`src/rtl/m_call_ctrl.sv`:
```
// Call/return sequencer placed between the decoder/PC unit and the hardware
// stack. CALL, RET and interrupt-entry requests become single-cycle push or pop
// pulses. The controller keeps a local depth count and raises sticky
// overflow/underflow faults. Every output comes from a register.
//
// Request/ack handshake: call_req, ret_req and irq_req are levels. The requester
// holds a request high until it sees the one-cycle ack pulse, then drops it.
// The controller samples requests only in IDLE with no fault pending. Requests
// are ignored while busy=1 or fault=1. On a fault, ack is pulsed and no stack
// operation occurs.
module m_call_ctrl #(
    parameter int WORD    = 16,
    parameter int DEPTH   = 4,
    parameter int STK_LAT = 1
) (
    input  logic                     clk,
    input  logic                     reset,
    input  logic                     call_req,
    input  logic                     ret_req,
    input  logic                     irq_req,
    input  logic [WORD-1:0]          pc,
    input  logic [WORD-1:0]          target,
    output logic                     busy,
    output logic                     ack,
    output logic                     pc_load,
    output logic [WORD-1:0]          pc_next,
    output logic                     irq_ret,
    output logic                     stk_push,
    output logic                     stk_pop,
    output logic [WORD:0]            stk_wdata,
    input  logic [WORD:0]            stk_rdata,
    input  logic                     stk_full,
    input  logic                     stk_empty,
    output logic [$clog2(DEPTH):0]   depth,
    output logic                     fault,
    output logic [1:0]               fault_code,
    input  logic                     fault_clr,
    output logic [2:0]               dbg_state
);

    localparam int DW = $clog2(DEPTH) + 1;
    localparam logic [DW-1:0]   DEPTH_MAX = DW'(DEPTH);
    localparam logic [DW-1:0]   DEPTH_ONE = DW'(1);
    localparam logic [WORD-1:0] PC_ONE    = WORD'(1);
    localparam logic [1:0]      LAT_INIT  = 2'(STK_LAT - 1);

    typedef enum logic [2:0] {
        S_IDLE = 3'd0,
        S_PUSH = 3'd1,
        S_POP  = 3'd2,
        S_WAIT = 3'd3,
        S_LOAD = 3'd4
    } state_t;

    state_t            state_q, state_d;
    logic [1:0]        cnt_q, cnt_d;
    logic [WORD-1:0]   tgt_q, tgt_d;

    logic              busy_d, ack_d, pc_load_d, irq_ret_d, stk_push_d, stk_pop_d;
    logic [WORD-1:0]   pc_next_d;
    logic [WORD:0]     stk_wdata_d;
    logic [DW-1:0]     depth_d;
    logic              fault_d;
    logic [1:0]        fault_code_d;

    assign dbg_state = state_q;

    // Next-state and next-output logic; pulses default low every cycle.
    always_comb begin
        state_d      = state_q;
        cnt_d        = cnt_q;
        tgt_d        = tgt_q;
        ack_d        = 1'b0;
        pc_load_d    = 1'b0;
        irq_ret_d    = 1'b0;
        stk_push_d   = 1'b0;
        stk_pop_d    = 1'b0;
        pc_next_d    = pc_next;
        stk_wdata_d  = stk_wdata;
        depth_d      = depth;
        fault_d      = fault;
        fault_code_d = fault_code;

        case (state_q)
            S_IDLE: begin
                if (fault_clr) begin
                    fault_d      = 1'b0;
                    fault_code_d = 2'b00;
                end
                // Arbitration is only live with no fault pending; a fault
                // detected here overrides a simultaneous clear.
                if (!fault) begin
                    if (irq_req || call_req) begin
                        if (stk_full || depth == DEPTH_MAX) begin
                            fault_d      = 1'b1;
                            fault_code_d = 2'b01;
                            ack_d        = 1'b1;
                        end else begin
                            stk_push_d  = 1'b1;
                            stk_wdata_d = {irq_req, pc + PC_ONE};
                            tgt_d       = target;
                            state_d     = S_PUSH;
                        end
                    end else if (ret_req) begin
                        if (stk_empty || depth == '0) begin
                            fault_d      = 1'b1;
                            fault_code_d = 2'b10;
                            ack_d        = 1'b1;
                        end else begin
                            stk_pop_d = 1'b1;
                            cnt_d     = LAT_INIT;
                            state_d   = S_POP;
                        end
                    end
                end
            end
            S_PUSH: begin
                pc_load_d = 1'b1;
                ack_d     = 1'b1;
                pc_next_d = tgt_q;
                if (depth != DEPTH_MAX) depth_d = depth + DEPTH_ONE;
                state_d   = S_LOAD;
            end
            S_POP, S_WAIT: begin
                // Leave once the stack read latency has elapsed, capturing
                // the popped word on the way into LOAD.
                if (cnt_q == 2'd0) begin
                    pc_load_d = 1'b1;
                    ack_d     = 1'b1;
                    pc_next_d = stk_rdata[WORD-1:0];
                    irq_ret_d = stk_rdata[WORD];
                    if (depth != '0) depth_d = depth - DEPTH_ONE;
                    state_d   = S_LOAD;
                end else begin
                    cnt_d   = cnt_q - 2'd1;
                    state_d = S_WAIT;
                end
            end
            S_LOAD: begin
                state_d = S_IDLE;
            end
            default: begin
                state_d = S_IDLE;
            end
        endcase

        busy_d = (state_d != S_IDLE);
    end

    // State and registered outputs; async reset abandons any in-flight operation.
    always_ff @(posedge clk or negedge reset) begin
        if (!reset) begin
            state_q    <= S_IDLE;
            cnt_q      <= 2'd0;
            tgt_q      <= '0;
            busy       <= 1'b0;
            ack        <= 1'b0;
            pc_load    <= 1'b0;
            pc_next    <= '0;
            irq_ret    <= 1'b0;
            stk_push   <= 1'b0;
            stk_pop    <= 1'b0;
            stk_wdata  <= '0;
            depth      <= '0;
            fault      <= 1'b0;
            fault_code <= 2'b00;
        end else begin
            state_q    <= state_d;
            cnt_q      <= cnt_d;
            tgt_q      <= tgt_d;
            busy       <= busy_d;
            ack        <= ack_d;
            pc_load    <= pc_load_d;
            pc_next    <= pc_next_d;
            irq_ret    <= irq_ret_d;
            stk_push   <= stk_push_d;
            stk_pop    <= stk_pop_d;
            stk_wdata  <= stk_wdata_d;
            depth      <= depth_d;
            fault      <= fault_d;
            fault_code <= fault_code_d;
        end
    end

endmodule

```
`config.mk`:
```
export PLATFORM = sky130hd
export DESIGN_NAME = m_call_ctrl
export DESIGN_NICKNAME = d
export VERILOG_FILES = /design/src/rtl/m_call_ctrl.sv
export SDC_FILE = /design/constraint.sdc
export NUM_CORES = 1
export LEC_CHECK = 0
export CAP_MARGIN = 15
export CELL_PAD_IN_SITES_DETAIL_PLACEMENT = 1
export CELL_PAD_IN_SITES_GLOBAL_PLACEMENT = 1
export CORE_MARGIN = 2
export CORE_UTILIZATION = 36
export DETAILED_ROUTE_END_ITERATION = 7
export PLACE_DENSITY_LB_ADDON = 0.1
export SKIP_LAST_GASP = 1
export SYNTH_ARGS = -nofsm -noshare
export SYNTH_HDL_FRONTEND = slang
export SYNTH_SLANG_ARGS = --single-unit
```
`constraint.sdc`:
```
create_clock -name clk -period 4.7 [get_ports clk]
set_input_delay 0.94 -clock clk [delete_from_list [all_inputs] [get_ports clk]]
set_output_delay 0.94 -clock clk [all_outputs]
set_load 0.03 [all_outputs]
```
==> flow_summary.ini, run 1 <==
[sta]
report.final.slew_viol_count = 0
final.period_utilization_pct = 58.5
worst-slew-pin-transition_ns = 0.949
timing.final.hold_violations = 0
rsz0062_at_grt = false
finalWorstPathRequiredPeriod_ns = 2.75
setup_total_negative_slack_ns = 0
worst_hold_slack_ns = 0.495
setup_ws_ns = 1.95
worst_clock_skew_on_the_final_layout_ns = 0.0119
slew_headroom_pct = 36.3
achievable-frequency_ghz = 0.364
report.final.setup_viol = 0

[global_route]
global_route.usage.total_pct = 18.2
number_of_antenna_violations_at_the_first_check_in_global_routing = 0
number_of_global_route_vias_before_repair = 2524
grt_start_max_net_pins = 51
wire_length_of_the_first_global_routing_pass_um = 12500
grt-ovfl-total = 0

[route]
finalWirelength_um = 7570
dr_total_vias = 2417
via_per_inst = 4.88
detail_route.iter0.violations = 50
firstDrtPassIters = 4
route.detailed.drc = 0
wl_per_cell_um = 15.3
postRouteAntennaNets = 0

[clock_network]
clk_pin_slew_worst_paths_ns = 0.08
clkLatencyLatePin_ns = 0.33
cts-htree-levels = 3
cts_inserted_buffers = 9
clock_path_buffers = 2
cts_tree = yes
cts.repair_timing.setup_buffer_count = 0
post_cts_hold_buffer_count = 0
cts_sinks = 66
cts_root_buffer = sky130_fd_sc_hd__clkbuf_8
cts_repair_resize_count = 0

[logic_synthesis]
synth_enable_flop_cells = 0
ys_seq_elements = 66
synthesis.area_per_instance_um2 = 10.5
mappedNetlistArea_um2 = 2960
fraction_of_the_yosys_area_taken_by_sequential_cells_pct = 55.7
post_synth_inst_count = 282
postSynth.topFlopCell = sky130_fd_sc_hd__dfrtp_1
synthesis_warning_total = 0
synth.net_count = 342
number_of_unique_standard_cell_types_used_by_synthesis = 41
yosys_top_cell_area_share_pct = 55.7
async_flop_share_pct = 100
synth_largest_area_cell = sky130_fd_sc_hd__dfrtp_1
ys_top_cells_by_area = sky130_fd_sc_hd__dfrtp_1 (56%), sky130_fd_sc_hd__mux2_2 (6.8%), sky130_fd_sc_hd__nand2_1 (4.9%)

[worst_setup_path]
worst-endpoint-arrival_ns = 3.00
timing.critical_path.cells = nand2b_1 -> inv_1 -> fa_1 -> xnor2_1 -> nor3_1 -> xor2_1
critical-path-max-stage-delay_ns = 0.61
path_max_fanout = 20
cp_startpoint_kind = register
slowest_stage = sky130_fd_sc_hd__nand2b_1
critical-path-top-delay-family = simple AND/OR/NAND/NOR gates
crit_path_end_kind = register
path_buf_inv = 1
worstPathRequired_ns = 4.95
criticalPathCategory = reg -> reg

[die]
core.rowCount = 33
core_area_um2 = 8090
die_y_um = 94.7
io_pins = 105
floorplan.die_area_um2 = 8980
start_util_pct = 36.6
fp.dieW_um = 94.7

[cells_and_area]
n_antenna_cell = 0
area.growth.synth_to_final_pct = 44.7
nFillCells = 900
post_route_cells_drive_above_1_share_pct = 10.5
finish.net_count = 445
fin_area_um2 = 4290

[power_and_ir_drop]
irDropWorstVdd_v = 0.000431
pwr_density_cell_nw_per_um2 = 662
power.leakage_nw = 1.73

[place]
placed_cell_area_um2 = 4070
preCtsSetupSlack_ns = 1.89
hpwl_um = 5340
io_buffer_count = 104
gp_congestion = 0.769

[worst_hold_path]
min-delay-path-class = reg -> reg

[outcome]
run_status = completed

[run]
max-cap-violations = 0
final cells by class:
class / count / area (µm²) / share of cell area (%)
Multi-Input combinational cell: 195 / 1210 / 28.2
Clock inverter: 5 / 77.6 / 1.81
Sequential cell: 66 / 1650 / 38.5
Inverter: 7 / 26.3 / 0.613
Clock buffer: 11 / 141 / 3.30
Timing Repair Buffer: 106 / 1050 / 24.5
Tap cell: 105 / 131 / 3.06
worst paths after layout:
path,from,endpoint,slack (ns),cells past startpoint
max reg2reg,dbg_state[2]$_DFF_PN0_,depth[2]$_DFFE_PN0P_,1.95,6
min,tgt_q[10]$_DFFE_PN0P_,tgt_q[10]$_DFFE_PN0P_,0.50,1
min reg2reg,tgt_q[10]$_DFFE_PN0P_,tgt_q[10]$_DFFE_PN0P_,0.50,1
max,dbg_state[2]$_DFF_PN0_,depth[2]$_DFFE_PN0P_,1.95,6
min in group asynchronous,reset,pc_next[1]$_DFFE_PN0P_,0.75,1
max in group asynchronous,reset,pc_next[3]$_DFFE_PN0P_,3.04,2
layer usage:
metal	up-vias	track usage, %	part of all wire (%)
met5	-	0	0
met4	0	6.52	1.1
met3	9	4.95	6.3
met2	74	29.1	48
met1	1154	23.9	45
li1	1180	-	-
synth_stat cells (2+ instances only):
cell,number
sky130_fd_sc_hd__a21oi_1,15
sky130_fd_sc_hd__a31oi_1,17
sky130_fd_sc_hd__and3_1,2
sky130_fd_sc_hd__buf_1,3
sky130_fd_sc_hd__buf_2,2
sky130_fd_sc_hd__buf_4,2
sky130_fd_sc_hd__buf_6,2
sky130_fd_sc_hd__clkbuf_1,5
sky130_fd_sc_hd__dfrtp_1,66
sky130_fd_sc_hd__ha_1,2
sky130_fd_sc_hd__inv_1,6
sky130_fd_sc_hd__mux2_2,18
sky130_fd_sc_hd__mux2i_1,3
sky130_fd_sc_hd__nand2_1,39
sky130_fd_sc_hd__nand2b_1,4
sky130_fd_sc_hd__nand3_1,6
sky130_fd_sc_hd__nand4_1,6
sky130_fd_sc_hd__nor2_1,35
sky130_fd_sc_hd__nor3_1,6
sky130_fd_sc_hd__nor4_1,5
sky130_fd_sc_hd__o21ai_0,2
sky130_fd_sc_hd__o22ai_1,2
sky130_fd_sc_hd__or2_2,2
sky130_fd_sc_hd__xnor2_1,11
sky130_fd_sc_hd__xor2_1,5
flip-flops by register name, summed over array words and instances (netlist names), 2 cells and up:
register and flops:
pc_next 16, depth 3, dbg_state 3, stk_wdata 17, tgt_q 16, fault_code 2, cnt_q 2
power breakdown:
part	switching (mW)	leakage, nW	internal, mW	total (mW)
combinational	0.737	0.848	0.592	1.33
clock	0.213	0.109	0.312	0.524
sequential	0.156	0.776	0.827	0.982
total	1.11	1.73	1.73	2.84
kinds of logic (layout without fill, tap and decap cells):
logic type | Yosys count | after routing | synth area share (%)
compound gates | 42 | 42 | 8.48
fa+ha+maj | 3 | 3 | 1.52
buf+inv | 21 | 129 | 3.50
simple gates | 112 | 112 | 17.8
flops | 66 | 66 | 55.7
mux | 22 | 22 | 8.23
xor+xnor | 16 | 16 | 4.73
layout by cell type (no fill, tap or decap), drive strengths merged, types with 2 or more instances in the layout:
master	Yosys	final
nand2	39	39
o21ai	2	2
o22ai	2	2
nand2b	4	4
nor3	6	6
nand3	6	6
clkbuf	5	11
buf	9	3
nand4	6	6
mux2i	3	3
nor2	35	35
a21oi	15	15
bufinv	0	2
xor2	5	5
nor4	6	6
a31oi	17	17
clkdlybuf4s50	0	103
dfrtp	66	66
inv	6	6
xnor2	11	11
clkinv	1	3
ha	2	2
mux2	19	19
or2	2	2
and3	2	2
stage by stage:
step / instances / util [%] / total power, mW
final: 495 / 53.0 / 2.84
after global routing: 495 / 53.0 / 3.03
after CTS: 495 / 53.0 / 2.88
after detailed placement: 479 / 50.3 / 2.34
after floorplan: 282 / - / 1.79
after global placement: 479 / 50.3 / 2.30
worst reg2reg max path, cell delays in order, from the launching register on:
cell                       delay, ns
sky130_fd_sc_hd__dfrtp_1        0.42
sky130_fd_sc_hd__nand2b_1       0.61
sky130_fd_sc_hd__inv_1          0.55
sky130_fd_sc_hd__fa_1           0.53
sky130_fd_sc_hd__xnor2_1        0.14
sky130_fd_sc_hd__nor3_1         0.22
sky130_fd_sc_hd__xor2_1         0.19
Note: power is estimated with default switching activity, not from simulation.
==> run 2, diff against run 1 <==
CORE_UTILIZATION = 34   (was 36)
clock period = 2.8 ns   (was 4.7 ns; I/O delays follow)
==> run 2 against run 1 <==
Clock power rose by 93%. Sequential share of layout area decreased by 0.79 points. First-iteration DRC count up 28%. Core utilization down 2.0 points. Via count is 4.7% higher. Sequential power up 69%. Cell count rose by 1.4%. Hold slack lost 0.20 ns. Clock skew is essentially flat. Die area up 5.6%. Routed wire length up 4.7%. Final area up 2.1%. Critical path type unchanged. Critical endpoint is now tgt_q[3]$_DFFE_PN0P_. Largest cell class unchanged. Largest power group unchanged.
==> flow_summary.ini, run 2 (synthesis gave the netlist of run 1 again) <==
[cells_and_area]
layout_common_cells = sky130_fd_sc_hd__clkdlybuf4s50_1 (103), sky130_fd_sc_hd__dfrtp_1 (66), sky130_fd_sc_hd__nand2_1 (39)
post_route_cells_drive_above_1_share_pct = 11.7
nFillCells = 927
area.growth.synth_to_final_pct = 47.7
fin_util_pct = 50.9
fin_area_um2 = 4380
layout_commonest_cell = sky130_fd_sc_hd__clkdlybuf4s50_1
finish.net_count = 449
regMostFlops = stk_wdata
n_antenna_cell = 0
final_cells = 502
largest_register_ffs = 17
reg_top3 = stk_wdata: 17 flops, pc_next: 16 flops, tgt_q: 16 flops

[worst_setup_path]
crit_path_end_kind = register
criticalPathCategory = reg -> reg
worst-endpoint-arrival_ns = 2.42
cp_startpoint_kind = register
worstPathRequired_ns = 3.01
path_max_fanout = 50

[power_and_ir_drop]
combinationalPowerShare_pct = 46.0
fin_total_pwr_mw = 4.94
pwr_density_cell_nw_per_um2 = 1130
power.leakage_nw = 1.78
irDropWorstVdd_v = 0.000633
sw_frac_of_total_pct = 38.8
internal_mw = 3.02
power.sequential.fraction_pct = 33.6
total_switching_power_mw = 1.91
power_frac_clock_pct = 20.4

[sta]
slew_headroom_pct = 48.5
worst_clock_skew_on_the_final_layout_ns = 0.0118
report.final.setup_viol = 0
worst_hold_slack_ns = 0.297
final.period_utilization_pct = 78.7
worst-slew-pin-transition_ns = 0.773
rsz0062_at_grt = false
setup_total_negative_slack_ns = 0
finalWorstPathRequiredPeriod_ns = 2.20
setup_ws_ns = 0.596
report.final.slew_viol_count = 0
timing.final.hold_violations = 0
achievable-frequency_ghz = 0.454

[global_route]
global_route.usage.total_pct = 17.7
grt_start_max_net_pins = 51
wire_length_of_the_first_global_routing_pass_um = 13600
number_of_global_route_vias_before_repair = 2701
grt-ovfl-total = 0
number_of_antenna_violations_at_the_first_check_in_global_routing = 0

[place]
placed_cell_area_um2 = 4130
gp_congestion = 0.837
hpwl_um = 5650
preCtsSetupSlack_ns = 0.528
dp_cells = 486
io_buffer_count = 104

[worst_hold_path]
min-delay-path-class = in -> async

[route]
finalWirelength_um = 7920
route.detailed.drc = 0
postRouteAntennaNets = 0
detail_route.iter0.violations = 64
firstDrtPassIters = 4
dr_total_vias = 2530
via_per_inst = 5.04
wl_per_cell_um = 15.8

[die]
fp.dieW_um = 97.4
die_y_um = 97.4
floorplan.die_area_um2 = 9480
core.rowCount = 34
io_pins = 105
start_util_pct = 34.5
core_area_um2 = 8590

[clock_network]
cts_tree = yes
cts.repair_timing.setup_buffer_count = 0
cts_inserted_buffers = 9
cts_sinks = 66
cts_repair_resize_count = 0
post_cts_hold_buffer_count = 0
cts-htree-levels = 3
clkLatencyLatePin_ns = 0.33
cts_root_buffer = sky130_fd_sc_hd__clkbuf_8
clk_pin_slew_worst_paths_ns = 0.08
clock_path_buffers = 2

[run]
max-cap-violations = 0

[outcome]
run_status = completed
## run 2: changes by cell type in the layout (fill, tap and decap cells not counted), sizes merged
cell	delta
bufinv	+1
inv	+1
buf	+4
clkbuf	-1
clkinvlp	-1
## run 2: worst max-delay path, cell delays in order, from the launching register on
cell                      delay, ns
sky130_fd_sc_hd__dfrtp_1       0.48
sky130_fd_sc_hd__or4_4         0.58
sky130_fd_sc_hd__nor4_4        0.33
sky130_fd_sc_hd__buf_12        0.28
sky130_fd_sc_hd__mux2_2        0.37
## run 2: metal layers
metal | vias up | part of all wire (%) | track usage [%]
met4 | 0 | 1.7 | 6.84
li1 | 1190 | - | -
met3 | 11 | 3.8 | 3.96
met2 | 69 | 48 | 28.1
met5 | - | 0 | 0
met1 | 1260 | 47 | 23.6
## run 2: layout make-up
type / instances / area [µm²] / area share (%)
Sequential cell: 66 / 1650 / 37.7
Multi-Input combinational cell: 195 / 1210 / 27.6
Timing Repair Buffer: 110 / 1110 / 25.3
Clock buffer: 10 / 138 / 3.14
Tap cell: 108 / 135 / 3.09
Clock inverter: 6 / 113 / 2.57
Inverter: 7 / 26.3 / 0.600
## run 2: power groups by stage
stage	Combinational (mW)	Clock [mW]	Sequential [mW]
after global routing	2.42	1.08	1.73
after detailed placement	2.29	0	1.68
after floorplan	0.768	0	2.24
final	2.27	1.01	1.66
after CTS	2.30	1.03	1.67
after global placement	2.23	0	1.66
## run 2: path summary, 6_finish.rpt
check / to / cells past startpoint / slack (ns) / start
setup / recovery: tgt_q[3]$_DFFE_PN0P_ / 4 / 0.60 / dbg_state[1]$_DFF_PN0_
hold / removal: fault_code[1]$_DFFE_PN0P_ / 1 / 0.30 / reset
setup reg to reg: tgt_q[3]$_DFFE_PN0P_ / 4 / 0.60 / dbg_state[1]$_DFF_PN0_
hold reg to reg: cnt_q[0]$_DFFE_PN0P_ / 1 / 0.49 / cnt_q[0]$_DFFE_PN0P_
max in group asynchronous: tgt_q[10]$_DFFE_PN0P_ / 2 / 1.85 / reset
min in group clk: cnt_q[0]$_DFFE_PN0P_ / 1 / 0.49 / cnt_q[0]$_DFFE_PN0P_
==> run 3, diff against run 2 <==
clock period = 2.3 ns   (was 2.8 ns; I/O delays follow)
==> run 3 against run 2 <==
Final area increased by 0.37%. Combinational power increased by 23%. Maximum frequency increased by 6.7%. Critical path type unchanged. Die area unchanged. Count of clock-buffer cells in the layout unchanged. First-iteration DRC count increased by 13%. Sequential share of layout area decreased by 0.14 points. Largest cell class unchanged. Register-to-register slack got worse by 0.36 ns. Non-clock buffer count increased by 7.
==> flow_summary.ini, run 3 (synthesis gave the netlist of run 1 again) <==
[outcome]
run_status = completed

[global_route]
number_of_global_route_vias_before_repair = 2761
number_of_antenna_violations_at_the_first_check_in_global_routing = 0
grt_start_max_net_pins = 34
wire_length_of_the_first_global_routing_pass_um = 13700
global_route.usage.total_pct = 18.0
grt-ovfl-total = 0

[sta]
setup_ws_ns = 0.234
rsz0062_at_grt = false
timing.final.hold_violations = 0
slew_headroom_pct = 59.7
achievable-frequency_ghz = 0.484
finalWorstPathRequiredPeriod_ns = 2.07
worst-slew-pin-transition_ns = 0.604
worst_clock_skew_on_the_final_layout_ns = 0.0104
setup_total_negative_slack_ns = 0
final.period_utilization_pct = 89.8
report.final.setup_viol = 0
report.final.slew_viol_count = 0

[power_and_ir_drop]
power.sequential.fraction_pct = 34.6
sw_frac_of_total_pct = 39.8
total_switching_power_mw = 2.31
irDropWorstVdd_v = 0.000634
power.leakage_nw = 1.79
power_frac_clock_pct = 17.2
internal_mw = 3.49
combinationalPowerShare_pct = 48.2
pwr_density_cell_nw_per_um2 = 1320

[clock_network]
cts_sinks = 66
cts_inserted_buffers = 9
clkLatencyLatePin_ns = 0.34
cts_repair_resize_count = 0
clk_pin_slew_worst_paths_ns = 0.08
clock_path_buffers = 2
cts_tree = yes
cts_root_buffer = sky130_fd_sc_hd__clkbuf_8
cts.repair_timing.setup_buffer_count = 0
cts-htree-levels = 3
post_cts_hold_buffer_count = 0

[die]
start_util_pct = 34.5
io_pins = 105
floorplan.die_area_um2 = 9480
core_area_um2 = 8590
fp.dieW_um = 97.4
core.rowCount = 34
die_y_um = 97.4

[worst_setup_path]
slowest_stage = sky130_fd_sc_hd__or4_4
critical-path-top-delay-family = simple AND/OR/NAND/NOR gates
critical-path-max-stage-delay_ns = 0.53
timing.critical_path.cells = or4_4 -> nor4_4 -> buf_12 -> buf_4 -> mux2i_1
criticalPathCategory = reg -> reg
path_buf_inv = 2
r2r_setup_slack_ns = 0.23
cp_startpoint_kind = register
crit_path_end_kind = register
worstPathRequired_ns = 2.56
path_max_fanout = 27
worst-endpoint-arrival_ns = 2.33

[cells_and_area]
area.growth.synth_to_final_pct = 48.2
layout_common_cells = sky130_fd_sc_hd__clkdlybuf4s50_1 (103), sky130_fd_sc_hd__dfrtp_1 (66), sky130_fd_sc_hd__nand2_1 (39)
reg_top3 = stk_wdata: 17 flops, pc_next: 16 flops, tgt_q: 16 flops
largest_register_ffs = 17
post_route_cells_drive_above_1_share_pct = 13.2
layout_commonest_cell = sky130_fd_sc_hd__clkdlybuf4s50_1
n_antenna_cell = 0
finish.net_count = 456
regMostFlops = stk_wdata
fin_util_pct = 51.1

[route]
via_per_inst = 4.91
dr_total_vias = 2499
finalWirelength_um = 7930
detail_route.iter0.violations = 72
postRouteAntennaNets = 0
firstDrtPassIters = 4
route.detailed.drc = 0
wl_per_cell_um = 15.6

[place]
hpwl_um = 6080
preCtsSetupSlack_ns = 0.127
gp_congestion = 0.872
io_buffer_count = 104

[run]
max-cap-violations = 0

[worst_hold_path]
min-delay-path-class = in -> async
-- run 3: cell count changes in the layout (fill, tap and decap cells not counted), sizes merged --
cell,delta
clkinvlp,+2
buf,+7
bufinv,-2
-- run 3: power by group through the flow --
stage	clock network (mW)	registers [mW]	logic [mW]
floorplan	0	2.73	0.935
global placement	0	2.03	2.76
detailed placement	0	2.04	2.84
CTS	1.03	2.02	2.84
global route	1.09	2.09	3.01
finish	0.998	2.01	2.80
-- run 3: through the flow --
step                      area [µm²]  total power, mW  hold WS (ns)  instances
after detailed placement        4190             4.88         0.494        493
after global placement          4190             4.79         0.461        493
after global routing            4390             6.19         0.134        509
final                           4390             5.81         0.108        509
after CTS                       4390             5.90         0.118        509
after floorplan                 2960             3.66         0.164        282
-- run 3: cell type report --
class | count | area [µm²]
Clock buffer | 10 | 138
Clock inverter | 6 | 63.8
Inverter | 7 | 26.3
Timing Repair Buffer | 117 | 1170
Multi-Input combinational cell | 195 | 1210
Tap cell | 108 | 135
Sequential cell | 66 | 1650
Fill cell | 961 | 4200
-- run 3: worst paths after layout --
kind,startpoint,endpoint,cells past startpoint
hold reg to reg,cnt_q[0]$_DFFE_PN0P_,cnt_q[0]$_DFFE_PN0P_,1
min in group clk,cnt_q[0]$_DFFE_PN0P_,cnt_q[0]$_DFFE_PN0P_,1
setup / recovery,fault$_DFFE_PN0P_,stk_wdata[0]$_DFFE_PN0P_,5
setup reg to reg,fault$_DFFE_PN0P_,stk_wdata[0]$_DFFE_PN0P_,5
hold / removal,reset,fault_code[0]$_DFFE_PN0P_,1
max in group asynchronous,reset,stk_wdata[6]$_DFFE_PN0P_,2
-- run 3: worst register-to-register path, delay by kind of cell, from the launching register on --
family / cells / cell delay (ns)
buf+inv: 2 / 0.41
flops: 1 / 0.42
mux: 1 / 0.20
simple gates: 2 / 0.95
-- run 3: routing by layer --
metal  wire [µm]  track usage, %  vias to the layer above
met5           0               0                        -
met1        3600            24.4                     1217
met3         327            3.74                        9
met4         107            6.52                        0
met2        3890            28.5                       68
li1            -               -                     1205
